### src/rtl/lcd_fill_sequencer_if.sv
// Bus and byte-stream bundle for the LCD fill sequencer.
// master = CPU/engine side, slave = sequencer.
interface lcd_fill_sequencer_if;
  logic [31:0] address_in;
  logic        sel_in;
  logic        read_in;
  logic [3:0]  write_mask_in;
  logic [31:0] write_value_in;
  logic [31:0] read_value_out;
  logic        ready_out;
  logic        byte_valid;
  logic [7:0]  byte_data;
  logic        byte_dc;
  logic        byte_ready;

  modport master (
    output address_in, sel_in, read_in,
    output write_mask_in, write_value_in,
    output byte_ready,
    input  read_value_out, ready_out,
    input  byte_valid, byte_data, byte_dc
  );

  modport slave (
    input  address_in, sel_in, read_in,
    input  write_mask_in, write_value_in,
    input  byte_ready,
    output read_value_out, ready_out,
    output byte_valid, byte_data, byte_dc
  );
endinterface

### src/rtl/lcd_fill_sequencer.sv
// LCD byte-stream sequencer: CPU passthrough writes plus a
// hardware CASET/RASET/RAMWR rectangle fill engine.
module lcd_fill_sequencer #(
  parameter int COORD_W = 9,
  parameter int PIX_W   = 18
) (
  input logic clk,
  input logic reset_n,
  lcd_fill_sequencer_if.slave bus
);

  typedef enum logic [2:0] {
    IDLE,
    CASET_CMD,
    CASET_PAR,
    RASET_CMD,
    RASET_PAR,
    RAMWR_CMD,
    PIX_HI,
    PIX_LO
  } state_t;

  localparam int PW = 2 * COORD_W + 2;

  state_t state;
  state_t nxt;

  logic [COORD_W-1:0] wx0, wx1, wy0, wy1;
  logic [COORD_W-1:0] sx0, sx1, sy0, sy1;
  logic [15:0]        color;
  logic [15:0]        scolor;
  logic [PIX_W-1:0]   rem;
  logic [1:0]         idx;
  logic               gap;
  logic               pt_valid;
  logic               pt_dc;
  logic [7:0]         pt_data;
  logic               abort_q;
  logic               done;
  logic               err;

  logic [3:0]  off;
  logic [31:0] wv;
  logic        wr, rd;
  logic        wr_data, wr_winx, wr_winy, wr_ctrl;
  logic        rd_stat;
  logic        start_req, abort_req;
  logic        fsm_act, busy, win_ok;
  logic        start_ok, start_err, data_err;
  logic        accept, offered;
  logic        abort_now, leave, last_px;
  logic        par_st;

  logic [COORD_W:0] nx, ny;
  logic [PW-1:0]    npix;
  logic [15:0]      coord;

  assign off = bus.address_in[3:0];
  assign wv  = bus.write_value_in;
  assign wr  = bus.sel_in && (|bus.write_mask_in);
  assign rd  = bus.sel_in && bus.read_in;

  assign wr_data = wr && (off == 4'h0);
  assign wr_winx = wr && (off == 4'h4);
  assign wr_winy = wr && (off == 4'h8);
  assign wr_ctrl = wr && (off == 4'hC);
  assign rd_stat = rd && (off == 4'hC);

  assign start_req = wr_ctrl && wv[16] && !wv[17];
  assign abort_req = wr_ctrl && wv[17];

  assign fsm_act = (state != IDLE);
  assign busy    = fsm_act || pt_valid;
  assign win_ok  = (wx1 >= wx0) && (wy1 >= wy0);

  assign start_ok  = start_req && !busy && win_ok;
  assign start_err = start_req && !start_ok;
  assign data_err  = wr_data && busy;

  assign accept  = bus.byte_valid && bus.byte_ready;
  assign offered = fsm_act && !gap;

  // An abort lets an offered byte finish its handshake first.
  assign abort_now = fsm_act && (abort_req || abort_q);
  assign leave     = abort_now && (accept || !offered);
  assign last_px   = (state == PIX_LO) && accept
                   && (rem == '0);

  assign par_st = (state == CASET_PAR)
               || (state == RASET_PAR);

  // Stored as count-1 so a full 2^COORD_W square still fits.
  assign nx   = {1'b0, wx1} - {1'b0, wx0}
              + (COORD_W+1)'(1);
  assign ny   = {1'b0, wy1} - {1'b0, wy0}
              + (COORD_W+1)'(1);
  assign npix = PW'(nx) * PW'(ny) - PW'(1);

  always_ff @(posedge clk or negedge reset_n) begin
    if (!reset_n) state <= IDLE;
    else          state <= nxt;
  end

  always_comb begin
    nxt = state;
    if (!fsm_act) begin
      if (start_ok) nxt = CASET_CMD;
    end else if (leave) begin
      nxt = IDLE;
    end else if (accept) begin
      unique case (state)
        CASET_CMD: nxt = CASET_PAR;
        CASET_PAR: if (idx == 2'd3) nxt = RASET_CMD;
        RASET_CMD: nxt = RASET_PAR;
        RASET_PAR: if (idx == 2'd3) nxt = RAMWR_CMD;
        RAMWR_CMD: nxt = PIX_HI;
        PIX_HI:    nxt = PIX_LO;
        PIX_LO:    nxt = (rem == '0) ? IDLE : PIX_HI;
        default:   nxt = IDLE;
      endcase
    end
  end

  always_comb begin
    coord = '0;
    if (state == RASET_PAR)
      coord = 16'(idx[1] ? sy1 : sy0);
    else
      coord = 16'(idx[1] ? sx1 : sx0);
  end

  always_comb begin
    bus.byte_valid = 1'b0;
    bus.byte_data  = 8'h00;
    bus.byte_dc    = 1'b0;
    if (!gap) begin
      unique case (state)
        IDLE: begin
          if (pt_valid) begin
            bus.byte_valid = 1'b1;
            bus.byte_data  = pt_data;
            bus.byte_dc    = pt_dc;
          end
        end
        CASET_CMD: begin
          bus.byte_valid = 1'b1;
          bus.byte_data  = 8'h2A;
        end
        RASET_CMD: begin
          bus.byte_valid = 1'b1;
          bus.byte_data  = 8'h2B;
        end
        RAMWR_CMD: begin
          bus.byte_valid = 1'b1;
          bus.byte_data  = 8'h2C;
        end
        CASET_PAR, RASET_PAR: begin
          bus.byte_valid = 1'b1;
          bus.byte_dc    = 1'b1;
          bus.byte_data  = idx[0] ? coord[7:0]
                                  : coord[15:8];
        end
        PIX_HI: begin
          bus.byte_valid = 1'b1;
          bus.byte_dc    = 1'b1;
          bus.byte_data  = scolor[15:8];
        end
        PIX_LO: begin
          bus.byte_valid = 1'b1;
          bus.byte_dc    = 1'b1;
          bus.byte_data  = scolor[7:0];
        end
        default: ;
      endcase
    end
  end

  always_ff @(posedge clk or negedge reset_n) begin
    if (!reset_n) begin
      wx0      <= '0;
      wx1      <= '0;
      wy0      <= '0;
      wy1      <= '0;
      sx0      <= '0;
      sx1      <= '0;
      sy0      <= '0;
      sy1      <= '0;
      color    <= '0;
      scolor   <= '0;
      rem      <= '0;
      idx      <= '0;
      gap      <= 1'b0;
      pt_valid <= 1'b0;
      pt_dc    <= 1'b0;
      pt_data  <= '0;
      abort_q  <= 1'b0;
      done     <= 1'b0;
      err      <= 1'b0;
    end else begin
      gap <= accept;
      if (wr_winx) begin
        wx0 <= wv[COORD_W-1:0];
        wx1 <= wv[16 +: COORD_W];
      end
      if (wr_winy) begin
        wy0 <= wv[COORD_W-1:0];
        wy1 <= wv[16 +: COORD_W];
      end
      if (wr_ctrl) color <= wv[15:0];
      if (start_ok) begin
        sx0    <= wx0;
        sx1    <= wx1;
        sy0    <= wy0;
        sy1    <= wy1;
        scolor <= wv[15:0];
        rem    <= PIX_W'(npix);
        idx    <= '0;
      end else if (accept && par_st) begin
        idx <= idx + 2'd1;
      end
      if (accept && (state == PIX_LO) && (rem != '0))
        rem <= rem - PIX_W'(1);
      if (wr_data && !busy) begin
        pt_valid <= 1'b1;
        pt_data  <= wv[7:0];
        pt_dc    <= wv[8];
      end else if (accept && !fsm_act) begin
        pt_valid <= 1'b0;
      end
      abort_q <= fsm_act && !leave
              && (abort_q || abort_req);
      // A new event beats the read-clear in the same cycle.
      if (last_px && !abort_now) done <= 1'b1;
      else if (rd_stat)          done <= 1'b0;
      if (start_err || data_err) err <= 1'b1;
      else if (rd_stat)          err <= 1'b0;
    end
  end

  always_comb begin
    bus.read_value_out = '0;
    if (rd) begin
      unique case (1'b1)
        off == 4'h4:
          bus.read_value_out = (32'(wx1) << 16)
                             | 32'(wx0);
        off == 4'h8:
          bus.read_value_out = (32'(wy1) << 16)
                             | 32'(wy0);
        off == 4'hC:
          bus.read_value_out = {color, 13'b0,
                                err, done, busy};
        default: ;
      endcase
    end
  end

  assign bus.ready_out = bus.sel_in;

  logic unused_bits;
  assign unused_bits = ^{bus.address_in, wv};

endmodule

### src/flat_wrapper.sv
// flat-port wrapper written by rule: the top's interface ports become plain ports
module lcd_fill_sequencer_flat 
#(
  parameter int COORD_W = 9,
  parameter int PIX_W   = 18
)
  (clk, reset_n, bus_address_in, bus_sel_in, bus_read_in, bus_write_mask_in, bus_write_value_in, bus_byte_ready, bus_read_value_out, bus_ready_out, bus_byte_valid, bus_byte_data, bus_byte_dc);
  lcd_fill_sequencer_if bus_i ();
  input logic clk;
  input logic reset_n;
  input wire logic [$bits(bus_i.address_in)-1:0] bus_address_in;
  input wire logic [$bits(bus_i.sel_in)-1:0] bus_sel_in;
  input wire logic [$bits(bus_i.read_in)-1:0] bus_read_in;
  input wire logic [$bits(bus_i.write_mask_in)-1:0] bus_write_mask_in;
  input wire logic [$bits(bus_i.write_value_in)-1:0] bus_write_value_in;
  input wire logic [$bits(bus_i.byte_ready)-1:0] bus_byte_ready;
  output wire logic [$bits(bus_i.read_value_out)-1:0] bus_read_value_out;
  output wire logic [$bits(bus_i.ready_out)-1:0] bus_ready_out;
  output wire logic [$bits(bus_i.byte_valid)-1:0] bus_byte_valid;
  output wire logic [$bits(bus_i.byte_data)-1:0] bus_byte_data;
  output wire logic [$bits(bus_i.byte_dc)-1:0] bus_byte_dc;
  assign bus_i.address_in = bus_address_in;
  assign bus_i.sel_in = bus_sel_in;
  assign bus_i.read_in = bus_read_in;
  assign bus_i.write_mask_in = bus_write_mask_in;
  assign bus_i.write_value_in = bus_write_value_in;
  assign bus_i.byte_ready = bus_byte_ready;
  assign bus_read_value_out = bus_i.read_value_out;
  assign bus_ready_out = bus_i.ready_out;
  assign bus_byte_valid = bus_i.byte_valid;
  assign bus_byte_data = bus_i.byte_data;
  assign bus_byte_dc = bus_i.byte_dc;
  lcd_fill_sequencer #(.COORD_W(COORD_W), .PIX_W(PIX_W)) u_core (.clk(clk), .reset_n(reset_n), .bus(bus_i));
endmodule
### config.mk
export PLATFORM = sky130hd
export DESIGN_NAME = lcd_fill_sequencer_flat
export DESIGN_NICKNAME = d
export VERILOG_FILES = /design/src/rtl/lcd_fill_sequencer_if.sv /design/src/rtl/lcd_fill_sequencer.sv /design/src/flat_wrapper.sv
export SDC_FILE = /design/constraint.sdc
export NUM_CORES = 1
export LEC_CHECK = 0
export ABC_AREA = 1
export CELL_PAD_IN_SITES_DETAIL_PLACEMENT = 0
export CELL_PAD_IN_SITES_GLOBAL_PLACEMENT = 1
export CORE_UTILIZATION = 43
export DETAILED_ROUTE_END_ITERATION = 8
export HOLD_SLACK_MARGIN = 0.15
export PLACE_DENSITY = 0.8
export SKIP_CTS_REPAIR_TIMING = 1
export SYNTH_ARGS = -nofsm -noshare
export SYNTH_HDL_FRONTEND = slang
export SYNTH_SLANG_ARGS = --single-unit
### constraint.sdc
create_clock -name clk -period 10.4 [get_ports clk]
set_clock_uncertainty 0.05 [all_clocks]
set_input_delay 3.12 -clock clk [delete_from_list [all_inputs] [get_ports clk]]
set_output_delay 3.12 -clock clk [all_outputs]
set_load 0.02 [all_outputs]
==> summary.txt <==
Outcome
  • Status: completed

Yosys
  • Synth top area cells: dfrtp_1 30%, fa_1 13%, nand2_1 12%, ha_1 9.1%, inv_1 9.1%
  • Post-Synthesis Cells: 1561
  • Synth Warn #: 0
  • Synthesized area per cell: approximately 7.6 um^2
  • Share of the synthesized area in the top cell type: 29.88%
  • Post-Syn Area: 11810 um^2
  • Netlist cell types: 49
  • Register area share after synthesis: 29.88%
  • Post-synth top area cell: dfrtp_1
  • Yosys reg bits: about 140

STA
  • Crit path time final: slightly below 9 ns
  • Slew headroom: 21.24%
  • Final Cycle Share: 84.55%
  • Setup-failing EPs final: 0
  • F_max: 113.7 MHz
  • Unrepaired setup endpoints after global routing: no
  • Hold_ws: 0.4340 ns
  • Setup TNS: 0 ns
  • Final Hold Fails: 0
  • Slew Viols, Final: 0
  • Least-Margin Pin Slew: 1.180 ns
  • Final setup margin: 1.607 ns

Critical path
  • Most frequent CP cell: nor2_1
  • Crit path DAT: 5.62 ns
  • CP peak stage delay: around 0.61 ns
  • CP Class: input port to output pin
  • Worst Path Buf+Inv: 4
  • Crit-path cells: clkdlybuf4s50_1, nand2_1, nor2_1, inv_1, nor2_1, inv_1, nor2_1, clkdlybuf4s50_1
  • Top Family by Delay on Critical Path: buffers and inverters
  • Worst path required time: 7.23 ns
  • Critical path fanouts, max: 11
  • Slowest-stage cell, CP: clkdlybuf4s50_1
  • Critical Path Start Type: input port
  • Worst setup EP type: output pin

GRT
  • GRT overflow: 0
  • Initial antenna violation count: 0
  • Vias in the first global route: 9983
  • Largest net degree at the start of global routing: 94
  • First-pass GRT wire length: 53050 um
  • GRT Util Overall: 24.45%

Finish
  • FILL cells: 2658
  • Syn-to-layout area delta: 13.36%
  • Finished Layout Cells: 1966
  • Final #Nets: 1849
  • Layout cell share with drive strength beyond 1: 4.185%
  • N_diodes: 0

Drt
  • Via/cell ratio: 5.132
  • Drt first pass iters: 5
  • Routed Antenna Nets: 0
  • Final WL: 33000 um
  • Number of DRC markers in iteration 0: 579
  • DRC Markers: 0
  • Vias post-DR: 10090
  • Wire length per cell: ~17 um

Clocking
  • Maximum buffer depth of the clock tree: 2
  • Reg clk slew, reported paths: 0.06 ns
  • Clk_lat worst skew: 0.43 ns
  • Root Buffer: clkbuf_16
  • CTS tree: done
  • CTS Sinks: 141
  • CTS Buf Count: 17
  • Max H-tree Level: 4

Place
  • Port buffer count: 73
  • Placed cells: 1934
  • Dpl hpwl: 25520 um
  • DP Worst Slack: 1.660 ns
  • RePlAce Congestion: between 0.8 and 0.9

Die
  • Die Span X: approximately 170 um
  • Initial Util: between 40% and 50%
  • Ports: 116
  • Core Rows: 60
  • Core area: 26950 um^2
  • Die Y: 167.7 um
  • Die footprint: around 28000 um^2

Worst hold path
  • Worst Hold Class: register to register

Job
  • MaxCap Viol Count: 0
## registers in the layout, summed over array words and instances, names as in the netlist, 2 cells and up
| signal | cells |
|---|---|
| u_core.wx0 | 9 |
| u_core.scolor | 16 |
| u_core.sx1 | 9 |
| u_core.state | 3 |
| u_core.idx | 2 |
| u_core.color | 16 |
| u_core.pt_data | 8 |
| u_core.sy1 | 9 |
| u_core.wy0 | 9 |
| u_core.wy1 | 9 |
| u_core.rem | 18 |
| u_core.wx1 | 9 |
| u_core.sx0 | 9 |
| u_core.sy0 | 9 |
## per-stage QoR
stage	area, um^2	util (%)
3_3_place_gp	12740	47.28
6_report	13390	49.68
4_1_cts	13390	49.68
2_1_floorplan	11830	-
3_5_place_dp	12740	47.28
5_1_grt	13390	49.68
## synth_stat cells (all sizes together)
master	n
nand2	393
inv	292
o21ai	167
dfrtp	141
nor2	138
ha	86
fa	78
a21oi	51
nand3	49
buf	32
xor2	27
clkbuf	18
nand4	11
nor3	11
a31oi	9
a211oi	6
o21bai	6
o22ai	6
o221ai	5
a22oi	4
xnor2	4
nor4	3
o211ai	3
o31ai	3
or2	3
a2111oi	2
a21boi	2
a21o	2
o2111ai	2
a31o	1
and2	1
clkinv	1
conb	1
nand3b	1
o21a	1
o32ai	1
## worst register-to-register path, delay by kind of cell (launching register included)
kind	cells	cell delay, ns
flip-flops	1	0.35
XOR/XNOR	1	0.70
adder cells (fa/ha/maj)	9	4.02
buffers and inverters	6	0.42
AND/OR/NAND/NOR	7	0.85
AO/OA/AOI/OAI	5	0.98
## cells in the final DEF (no fill, tap or decap), types with 5 or more instances in the layout
cell	netlist	layout
clkbuf_16	0	17
nand3_1	49	48
o221ai_1	5	5
o21ai_0	119	119
nor2_2	6	7
fa_1	78	78
nor3_1	7	7
inv_2	6	6
a211oi_1	6	6
nand4_1	11	11
a31oi_1	9	9
a21oi_1	50	50
conb_1	1	7
xor2_1	27	27
dfrtp_1	141	141
nand2_1	387	387
nor2_1	131	130
o21bai_1	6	6
o21ai_1	48	48
o22ai_1	6	6
ha_1	86	86
inv_1	285	285
clkdlybuf4s50_1	0	72
inv_6	0	5
## area by class of cell
type | instances | area [um^2] | area share, %
Tap cell | 341 | 426.7 | 3.187
Multi-Input combinational cell | 1083 | 6932 | 51.78
Timing Repair Buffer | 76 | 754.5 | 5.636
Sequential cell | 141 | 3528 | 26.36
Inverter | 293 | 1102 | 8.234
Clock buffer | 17 | 425.4 | 3.178
Clock inverter | 15 | 219.0 | 1.636
## cells by family after synthesis
kind of cell | synth area share [%]
compound gates | 12.60
xor+xnor | 2.299
fa+ha+maj | 22.33
buf+inv | 11.75
flops | 29.88
other cells | 0.03175
simple gates | 21.11
## per-layer routing
layer / vias to the layer above / track usage (%) / part of all wire, %
met5: - / 0 / 0
met1: 4796 / 33.63 / 46
met2: 264 / 40.51 / 47
met3: 41 / 2.883 / 4.3
met4: 0 / 7.100 / 2.5
li1: 4989 / - / -
## final timing paths
path / depth (start not counted) / slack (ns) / start / end
max in group asynchronous: 2 / 6.21 / reset_n / u_core.wy0[6]
setup / recovery: 8 / 1.61 / bus_address_in[3] / bus_read_value_out[25]
setup reg to reg: 28 / 2.93 / u_core.wx1[1] / u_core.rem[17]
hold / removal: 2 / 0.43 / u_core.pt_data[0] / u_core.pt_data[0]
min in group asynchronous: 1 / 2.64 / reset_n / u_core.rem[12]
hold reg to reg: 2 / 0.43 / u_core.pt_data[0] / u_core.pt_data[0]
Power is left out: the tool's default activity adds up to more than one toggle a clock period on the data nets, which glitch-free logic cannot reach.
